<file path="src/rtl/ctrl_muestreo_filtro.sv">
// Sample-rate sequencer: tick generation, ADC capture, arithmetic-unit handshake, DAC latch.
// Define OFFSET_BIN_EN to remap y(k) from two's complement to offset binary at the DAC register.
module ctrl_muestreo_filtro #(
  parameter int unsigned DW      = 16,
  parameter int unsigned DIV     = 500,
  parameter int unsigned TIMEOUT = 16
) (
  input  logic          clk,
  input  logic          reset,
  input  logic          adc_valid,
  input  logic [DW-1:0] adc_dato,
  output logic          datolisto,
  output logic [DW-1:0] xk,
  input  logic          operacionlisto,
  input  logic [DW-1:0] yk,
  output logic [DW-1:0] dac_dato,
  output logic          dac_valid,
  input  logic          clr_err,
  output logic          overrun,
  output logic          timeout_err
);

  localparam int unsigned TickW = $clog2(DIV);
  localparam int unsigned ToW   = $clog2(TIMEOUT);
  localparam logic [TickW-1:0] TickLast = TickW'(DIV - 1);
  // Compared before the increment, so the CALCULO window spans TIMEOUT-1 cycles.
  localparam logic [ToW-1:0]   ToLast   = ToW'(TIMEOUT - 2);

  typedef enum logic [2:0] {
    StEspera  = 3'd0,
    StCaptura = 3'd1,
    StDisparo = 3'd2,
    StCalculo = 3'd3,
    StSalida  = 3'd4
  } state_e;

  state_e           state_q;
  logic [TickW-1:0] tick_q;
  logic [ToW-1:0]   to_cnt_q;
  logic             tick;
  logic             ov_set;
  logic             to_set;

  function automatic logic [DW-1:0] remap(input logic [DW-1:0] v);
`ifdef OFFSET_BIN_EN
    remap = {~v[DW-1], v[DW-2:0]};
`else
    remap = v;
`endif
  endfunction

  assign tick   = (tick_q == TickLast);
  assign ov_set = tick && (state_q != StEspera);
  assign to_set = (state_q == StCalculo) && !operacionlisto && (to_cnt_q == ToLast);

  always_ff @(posedge clk or negedge reset) begin
    if (!reset) begin
      tick_q <= '0;
    end else if (tick) begin
      tick_q <= '0;
    end else begin
      tick_q <= tick_q + 1'b1;
    end
  end

  always_ff @(posedge clk or negedge reset) begin
    if (!reset) begin
      state_q     <= StEspera;
      to_cnt_q    <= '0;
      xk          <= '0;
      dac_dato    <= '0;
      datolisto   <= 1'b0;
      dac_valid   <= 1'b0;
      overrun     <= 1'b0;
      timeout_err <= 1'b0;
    end else begin
      datolisto <= 1'b0;
      dac_valid <= 1'b0;

      // Sticky flags: a set condition overrides a simultaneous clear.
      if (ov_set) begin
        overrun <= 1'b1;
      end else if (clr_err) begin
        overrun <= 1'b0;
      end
      if (to_set) begin
        timeout_err <= 1'b1;
      end else if (clr_err) begin
        timeout_err <= 1'b0;
      end

      case (state_q)
        StEspera: begin
          if (tick) state_q <= StCaptura;
        end
        StCaptura: begin
          if (adc_valid) begin
            xk        <= adc_dato;
            datolisto <= 1'b1;
            state_q   <= StDisparo;
          end
        end
        StDisparo: begin
          to_cnt_q <= '0;
          state_q  <= StCalculo;
        end
        StCalculo: begin
          if (operacionlisto) begin
            dac_dato  <= remap(yk);
            dac_valid <= 1'b1;
            state_q   <= StSalida;
          end else if (to_cnt_q == ToLast) begin
            state_q <= StEspera;
          end else begin
            to_cnt_q <= to_cnt_q + 1'b1;
          end
        end
        StSalida: begin
          state_q <= StEspera;
        end
        default: begin
          state_q <= StEspera;
        end
      endcase
    end
  end

endmodule

</file>
<file path="config.mk">
export PLATFORM = sky130hd
export DESIGN_NAME = ctrl_muestreo_filtro
export DESIGN_NICKNAME = d
export VERILOG_FILES = /design/src/rtl/ctrl_muestreo_filtro.sv
export SDC_FILE = /design/constraint.sdc
export NUM_CORES = 1
export LEC_CHECK = 0
export BUFFER_PORTS_ARGS = -buffer_cell sky130_fd_sc_hd__clkbuf_2
export CORE_MARGIN = 2
export CORE_UTILIZATION = 53
export CTS_CLUSTER_DIAMETER = 30
export DETAILED_ROUTE_END_ITERATION = 7
export HOLD_SLACK_MARGIN = 0.05
export PLACE_DENSITY = 0.9
export SLEW_MARGIN = 20
export SYNTH_ARGS = -nofsm -noshare
export SYNTH_HDL_FRONTEND = slang
export SYNTH_SLANG_ARGS = --single-unit
</file>
<file path="constraint.sdc">
create_clock -name clk -period 3.3 [get_ports clk]
set_input_delay 0.66 -clock clk [delete_from_list [all_inputs] [get_ports clk]]
set_output_delay 0.66 -clock clk [all_outputs]
set_load 0.05 [all_outputs]
</file>
==> results of run 1 <==
## registers in the layout, summed over array words and instances (netlist names), 3 cells and up
signal,cells
tick_q,9
dac_dato,16
to_cnt_q,4
xk,16
state_q,3
## placed cells by master, fill, tap and decap left out, types with 6 or more instances in the layout
cell type and n:
clkbuf_2 71, clkbuf_8 6, dfrtp_1 52, inv_1 7, mux2_2 16, mux2_4 16, nand2_1 6, nand3_1 6
## where the power goes
| group | internal [W] | switching, W | total (W) | leakage [nW] |
|---|---|---|---|---|
| logic | 0.000454 | 0.000983 | 0.00144 | 0.695 |
| clock network | 0.000171 | 0.000196 | 0.000367 | 0.0445 |
| registers | 0.000869 | 0.000159 | 0.00103 | 0.639 |
| total | 0.00149 | 0.00134 | 0.00283 | 1.38 |
## metal layers
| metal | vias to the layer above | GRT usage | share of wire |
|---|---|---|---|
| met2 | 51 | 0.2897 | 0.47 |
| met1 | 708 | 0.2319 | 0.44 |
| met3 | 7 | 0.04934 | 0.068 |
| met5 | - | 0 | 0 |
| li1 | 699 | - | - |
| met4 | 0 | 0.09750 | 0.021 |
## cell families (layout without fill, tap and decap cells)
group           count (synthesis)  count (layout)
simple gates                   38              38
flops                          52              52
compound gates                 13              13
buf+inv                         9              88
mux                            34              34
fa+ha+maj                       3               3
xor+xnor                        3               3
## worst min-delay path by stage
stage / startpoint / depth (start not counted) / slack, ns / endpoint
6_report: reset / 1 / 0.49 / tick_q[8]$_DFF_PN0_
4_1_cts: tick_q[0]$_DFF_PN0_ / 1 / 0.50 / tick_q[0]$_DFF_PN0_
5_1_grt: to_cnt_q[3]$_DFFE_PN0P_ / 1 / 0.51 / to_cnt_q[3]$_DFFE_PN0P_
3_3_place_gp: tick_q[8]$_DFF_PN0_ / 1 / 0.47 / tick_q[8]$_DFF_PN0_
2_1_floorplan: reset / 0 / 0.36 / dac_dato[0]$_DFFE_PN0P_
3_5_place_dp: tick_q[0]$_DFF_PN0_ / 1 / 0.49 / tick_q[0]$_DFF_PN0_
## cell type report
cell class | instances | area, sq um
fill | 302 | 1304
sequential | 52 | 1301
multi-input combinational | 91 | 844.6
timing repair buffer | 73 | 367.9
clock buffer | 7 | 86.33
tap | 50 | 62.56
inverter | 7 | 26.28
clock inverter | 1 | 7.507
## cells in the mapped netlist
cell type	number
a41oi_1	1
dfrtp_1	52
nor2b_1	1
inv_1	7
nor2_1	3
a31oi_1	1
mux2i_1	2
or3b_2	1
or3_1	2
o21ai_0	2
nand3_4	1
ha_1	3
o22ai_1	2
nor3_1	3
nand4_1	2
nor3b_1	1
nand2_2	1
a22oi_1	1
buf_8	1
xnor2_1	3
a21o_1	1
nor2b_2	1
and4bb_2	1
nand3b_1	1
nor3_4	1
nand4bb_1	2
nand2b_1	2
nand2_1	6
nand3_1	6
a311o_1	1
buf_6	1
and3_1	2
o211ai_1	1
and4_1	1
a21oi_1	2
a221oi_1	1
mux2_2	16
mux2_4	16
## through the flow
step / std cells / power, W / instance area, sq um / hold slack (ns) / util
2_1_floorplan: 152 / 0.002171 / 2198 / 0.3644 / -
3_3_place_gp: 273 / 0.002453 / 2603 / 0.4717 / 0.6506
3_5_place_dp: 273 / 0.002484 / 2603 / 0.4865 / 0.6506
4_1_cts: 281 / 0.002860 / 2696 / 0.4984 / 0.6741
5_1_grt: 281 / 0.002968 / 2696 / 0.5079 / 0.6741
6_report: 281 / 0.002831 / 2696 / 0.4878 / 0.6741
## critical path, cell delays in order (launching register included)
cell,delay (ns)
dfrtp_1,0.50
nand2_2,0.11
nor3_4,0.73
mux2_2,0.42
==> impl_results.md, run 1 <==
- Worst R2R Path Depth: 3
- Setup WS post-layout: 1.434 ns
- H-tree Lvls: 2
- Share of cells above drive strength 1: 0.5108
- RSZ-0062 raised after global routing: false
- Layout Skew: 0.005381 ns
- Clock tree buffer depth: 2
- Dominant cells by area after synthesis: dfrtp_1 59%, mux2_4 11%, mux2_2 8.2%
- Synth Area in Simple Gates: 0.1144
- Die width: 68.41 um
- Gpl congestion: 0.7429
- Final wirelength: 3871 um
- Crit path max fanout: 18
- Outcome: completed
- GR Util All Layers: 0.1842
- R2r startpoint: state_q[0]$_DFFE_PN0P_
- Pwr Density: about 1100 nW/um^2
- CP Launch Type: register
- CTS clk-pin slew, worst paths: 0.09 ns
- P&R area growth vs syn: 22.65%
- Setup Viol. Count Final: 0
- #FFs+latches synth: 52
- Syn nets: ~190
- Post-Syn Area: 2198 sq um
- XOR/XNOR share of the synthesized area: 0.01195
- Worst Setup SP: state_q[0]$_DFFE_PN0P_
- Pin count of the biggest net entering global routing: 45
- Clk_lat worst skew: 0.30 ns
- Complex-gate fraction of the synthesized area: 0.04041
- Post_cts resized: 0
- Die height: roughly 68 um
- Root buffer cell: clkbuf_8
- First-pass GRT wire length: 6292 um
- Rows: 23
- Initial Util: 0.5496
- Sequential share of the synthesized area: 0.5919
- CTS tree: done
- Remaining DRCs: 0
- Yosys warns: 0
- Post-place setup slack: 1.177 ns
- Final Hold Viols: 0
- WL per Instance: about 14 um
- Final min period: 1.866 ns
- Tcrit/Tclk final: 0.5656
- Worst EP arrival: 2.06 ns
- Post-DP HPWL: 2904 um
- CTS Buf Count: 5
- Routed via count: 1465
- Fmax achieved: 535.8 MHz
- Setup repair bufs after CTS: 0
- Type of destination of the critical path: register
- Share of Yosys cell area claimed by the top area cell type: 0.5919
- Leading area contributor after synthesis: dfrtp_1
- Core Region: 4000 sq um
- 1st-pass router iterations: 4
- Req. time, crit path: 3.49 ns
- Routed Antenna Nets: 0
- Via density: roughly 5.2
- Gr ovfl total: 0
- CTS Hold Buffers Added: 0
- Crit Path Class: reg2reg
- Leak: approximately 1.4 nW
- Reg2reg end: xk[0]$_DFFE_PN0P_
- FF-to-FF setup slack: 1.43 ns
- Initial antenna violation count: 0
- CP endpoint: xk[0]$_DFFE_PN0P_
- Antenna diodes: 0
- Sinks on Clock Net: 52
- Port bufs: 72
- DRT iter0 DRCs: 145
- Die area: ~4700 sq um
- I/O pin total: 73
- # Max-Cap Violations: 0
- Total negative slack: 0 ns
- Cells after Synth: roughly 150
- Count of final max-slew check failures: 0
- Worst vdd ir: approximately 0.64 mV
- Synth cell types: 38
- Max_slew headroom: 0.3728
- Mean Syn Cell Area: between 10 and 15 sq um
- Final nets: 270
- Synth Area in Adders: 0.01707
- Multiplexer share of the synthesized area: 0.2003
- Worst hold path type: in2async
- Largest family of logic cells by synthesized area: multiplexers
- Worst-Margin Slew: approximately 0.94 ns
- Vias in the first global route: 1451
(Power assumes the default switching activity.)
==> run 2, diff against run 1 <==
--- a/config.mk
+++ b/config.mk
@@ -7,11 +7,11 @@
 export LEC_CHECK = 0
 export BUFFER_PORTS_ARGS = -buffer_cell sky130_fd_sc_hd__clkbuf_2
 export CORE_MARGIN = 2
-export CORE_UTILIZATION = 53
+export CORE_UTILIZATION = 50
 export CTS_CLUSTER_DIAMETER = 30
 export DETAILED_ROUTE_END_ITERATION = 7
 export HOLD_SLACK_MARGIN = 0.05
-export PLACE_DENSITY = 0.9
+export PLACE_DENSITY = 0.86
 export SLEW_MARGIN = 20
 export SYNTH_ARGS = -nofsm -noshare
 export SYNTH_HDL_FRONTEND = slang
==> constraint.sdc (replaced) <==
create_clock -name clk -period 1.84 [get_ports clk]
set_input_delay 0.368 -clock clk [delete_from_list [all_inputs] [get_ports clk]]
set_output_delay 0.368 -clock clk [all_outputs]
set_load 0.05 [all_outputs]
==> run 2 against run 1 <==
Via count is 2.4% higher. Critical path depth is 1 higher. Worst hold slack got worse by 0.20 ns. First-iteration DRC count down 42%. Critical endpoint is now tick_q[5]$_DFF_PN0_.
==> impl_results.md, run 2 (synthesis gave the netlist of run 1 again) <==
- Via density: 5.263 (+0.95%)
- Crit path cell chain: ha_1 > nand4bb_1 > nand2b_1 > a311o_1
- CP max-delay cell: dfrtp_1
- Worst vdd ir: 1.116 mV (+75%)
- Remaining DRCs: 0 (unchanged)
- First-pass GRT wire length: 6741 um (+7.1%)
- Initial Util: 0.5119 (-0.03763)
- Outcome: completed
- # Max-Cap Violations: 0 (unchanged)
- Gpl congestion: 0.8069 (+8.6%)
- Pwr Density: 1888 nW/um^2 (+80%)
- Fmax achieved: 641.9 MHz (+20%)
- Most frequent cells in the layout: 72 x clkbuf_2, 52 x dfrtp_1, 16 x mux2_4, 16 x mux2_2, 7 x inv_1
- Worst EP arrival: 1.75 ns (-0.31 ns)
- Placed Cells: 276 (+1.1%)
- Layout Skew: 0.007203 ns (+0.001822 ns)
- FF-to-FF setup slack: 0.28 ns (-1.15 ns)
- Hold depth: 2
- Crit Path Class: reg2reg
- Pin count of the biggest net entering global routing: 41 (-8.9%)
- Routed via count: 1500 (+2.4%)
- 1st-pass router iterations: 4 (unchanged)
- Req. time, crit path: 2.03 ns (-1.46 ns)
- Setup Viol. Count Final: 0 (unchanged)
- Final min period: 1.558 ns (-0.3086 ns)
- Setup WS post-layout: 0.2821 ns (-1.151 ns)
- WL per Instance: 14.11 um (+2.4%)
- Worst R2R Path Depth: 4 (+1)
- Finished Core Util: 0.6416 (-0.03246)
- Max_slew headroom: 0.7647 (+0.3919)
- Worst-Margin Slew: 0.3529 ns (-0.5848 ns)
- CP Launch Type: register
- Largest regs: dac_dato (16), xk (16), tick_q (9)
- Total negative slack: 0 ns (unchanged)
- Cell Count, Final, Fillers Out: 285 (+1.4%)
- Final wirelength: 4020 um (+3.8%)
- Total chip power: 0.005201 W (+84%)
- Root buffer cell: clkbuf_8
- Share of cells above drive strength 1: 0.5107 (about the same)
- CTS Buf Count: 5 (unchanged)
- RSZ-0062 raised after global routing: false
- Sinks on Clock Net: 52 (unchanged)
- I/O pin total: 73 (unchanged)
- Initial antenna violation count: 0 (unchanged)
- Tcrit/Tclk final: 0.8467 (+0.2811)
- Vias in the first global route: 1546 (+6.5%)
- Most common cell after layout, fill and taps aside: clkbuf_2
- Final Hold Viols: 0 (unchanged)
- Clk_lat worst skew: 0.30 ns (about the same)
- CTS clk-pin slew, worst paths: 0.09 ns (about the same)
- Max incr delay on CP: 0.40 ns (-0.33 ns)
- Rows: 24 (+4.3%)
- R2r startpoint: tick_q[0]$_DFF_PN0_
- Crit path max fanout: 5 (-13)
- Post-place setup slack: 0.3089 ns (-0.8683 ns)
- Antenna diodes: 0 (unchanged)
- Min-delay src: clr_err
- Count of final max-slew check failures: 0 (unchanged)
- Post-DP HPWL: 2969 um (+2.3%)
- GR Util All Layers: 0.1727 (-0.01151)
- Type of destination of the critical path: register
- Die height: 70.31 um (+2.8%)
- Die area: 4943 sq um (+5.6%)
- H-tree Lvls: 2 (unchanged)
- Gr ovfl total: 0 (unchanged)
- P&R area growth vs syn: 25.33%
- CTS tree: done
- Core Region: 4294 sq um (+7.4%)
- Leak: 1.407 nW (+2.0%)
- Port bufs: 72 (unchanged)
- Worst hold path type: in2reg
- Die width: 70.31 um (+2.8%)
- Routed Antenna Nets: 0 (unchanged)
- DRT iter0 DRCs: 84 (-42%)
- Clock tree buffer depth: 2 (unchanged)
- Final nets: 272 (+0.74%)
- Reg2reg end: tick_q[5]$_DFF_PN0_
- Worst-case hold path end point: timeout_err$_DFFE_PN0P_
-- run 2: layer usage --
metal / GRT usage / wire (um) / vias to the layer above
met1: 0.2062 / 1648 / 751
li1: - / - / 709
met3: 0.04906 / 170 / 5
met2: 0.3019 / 2152 / 35
met5: 0 / 0 / -
met4: 0.05128 / 48 / 0
-- run 2: through the flow --
stage	area, sq um	hold slack [ns]
floorplan	2198	0.07241
global placement	2638	0.2832
detailed placement	2638	0.2898
CTS	2755	0.2745
global route	2755	0.2651
finish	2755	0.2850
-- run 2: report_power, final --
part | switching (W) | internal [W] | leakage, nW
clock | 0.000344 | 0.000404 | 0.0552
combinational | 0.00178 | 0.000840 | 0.712
sequential | 0.000271 | 0.00156 | 0.639
-- run 2: critical path, delay by kind of cell (launching register included) --
family	cells	cell delay [ns]
flops	1	0.40
fa+ha+maj	1	0.23
simple gates	2	0.48
compound gates	1	0.35
-- run 2: timing repair --
item	CTS	global route
resized for setup	0	0
setup buffers	0	0
hold buffers	1	0
endpoints found under the hold margin	12	0
-- run 2: layout make-up --
cell class                 instances  area [sq um]
fill                             320          1539
inverter                           7         26.28
clock inverter                     2         35.03
multi-input combinational         91         844.6
tap                               52         65.06
clock buffer                       6         72.57
timing repair buffer              75         410.4
sequential                        52          1301
-- run 2: worst max path at each step --
stage                           start                  end  slack [ns]  cells past startpoint
2_1_floorplan  state_q[0]$_DFFE_PN0P_    xk[2]$_DFFE_PN0P_        0.38                      4
3_3_place_gp      tick_q[0]$_DFF_PN0_  tick_q[5]$_DFF_PN0_        0.36                      4
3_5_place_dp      tick_q[0]$_DFF_PN0_  tick_q[5]$_DFF_PN0_        0.31                      4
4_1_cts           tick_q[0]$_DFF_PN0_  tick_q[5]$_DFF_PN0_        0.29                      4
5_1_grt           tick_q[0]$_DFF_PN0_  tick_q[5]$_DFF_PN0_        0.18                      4
6_report          tick_q[0]$_DFF_PN0_  tick_q[5]$_DFF_PN0_        0.28                      4
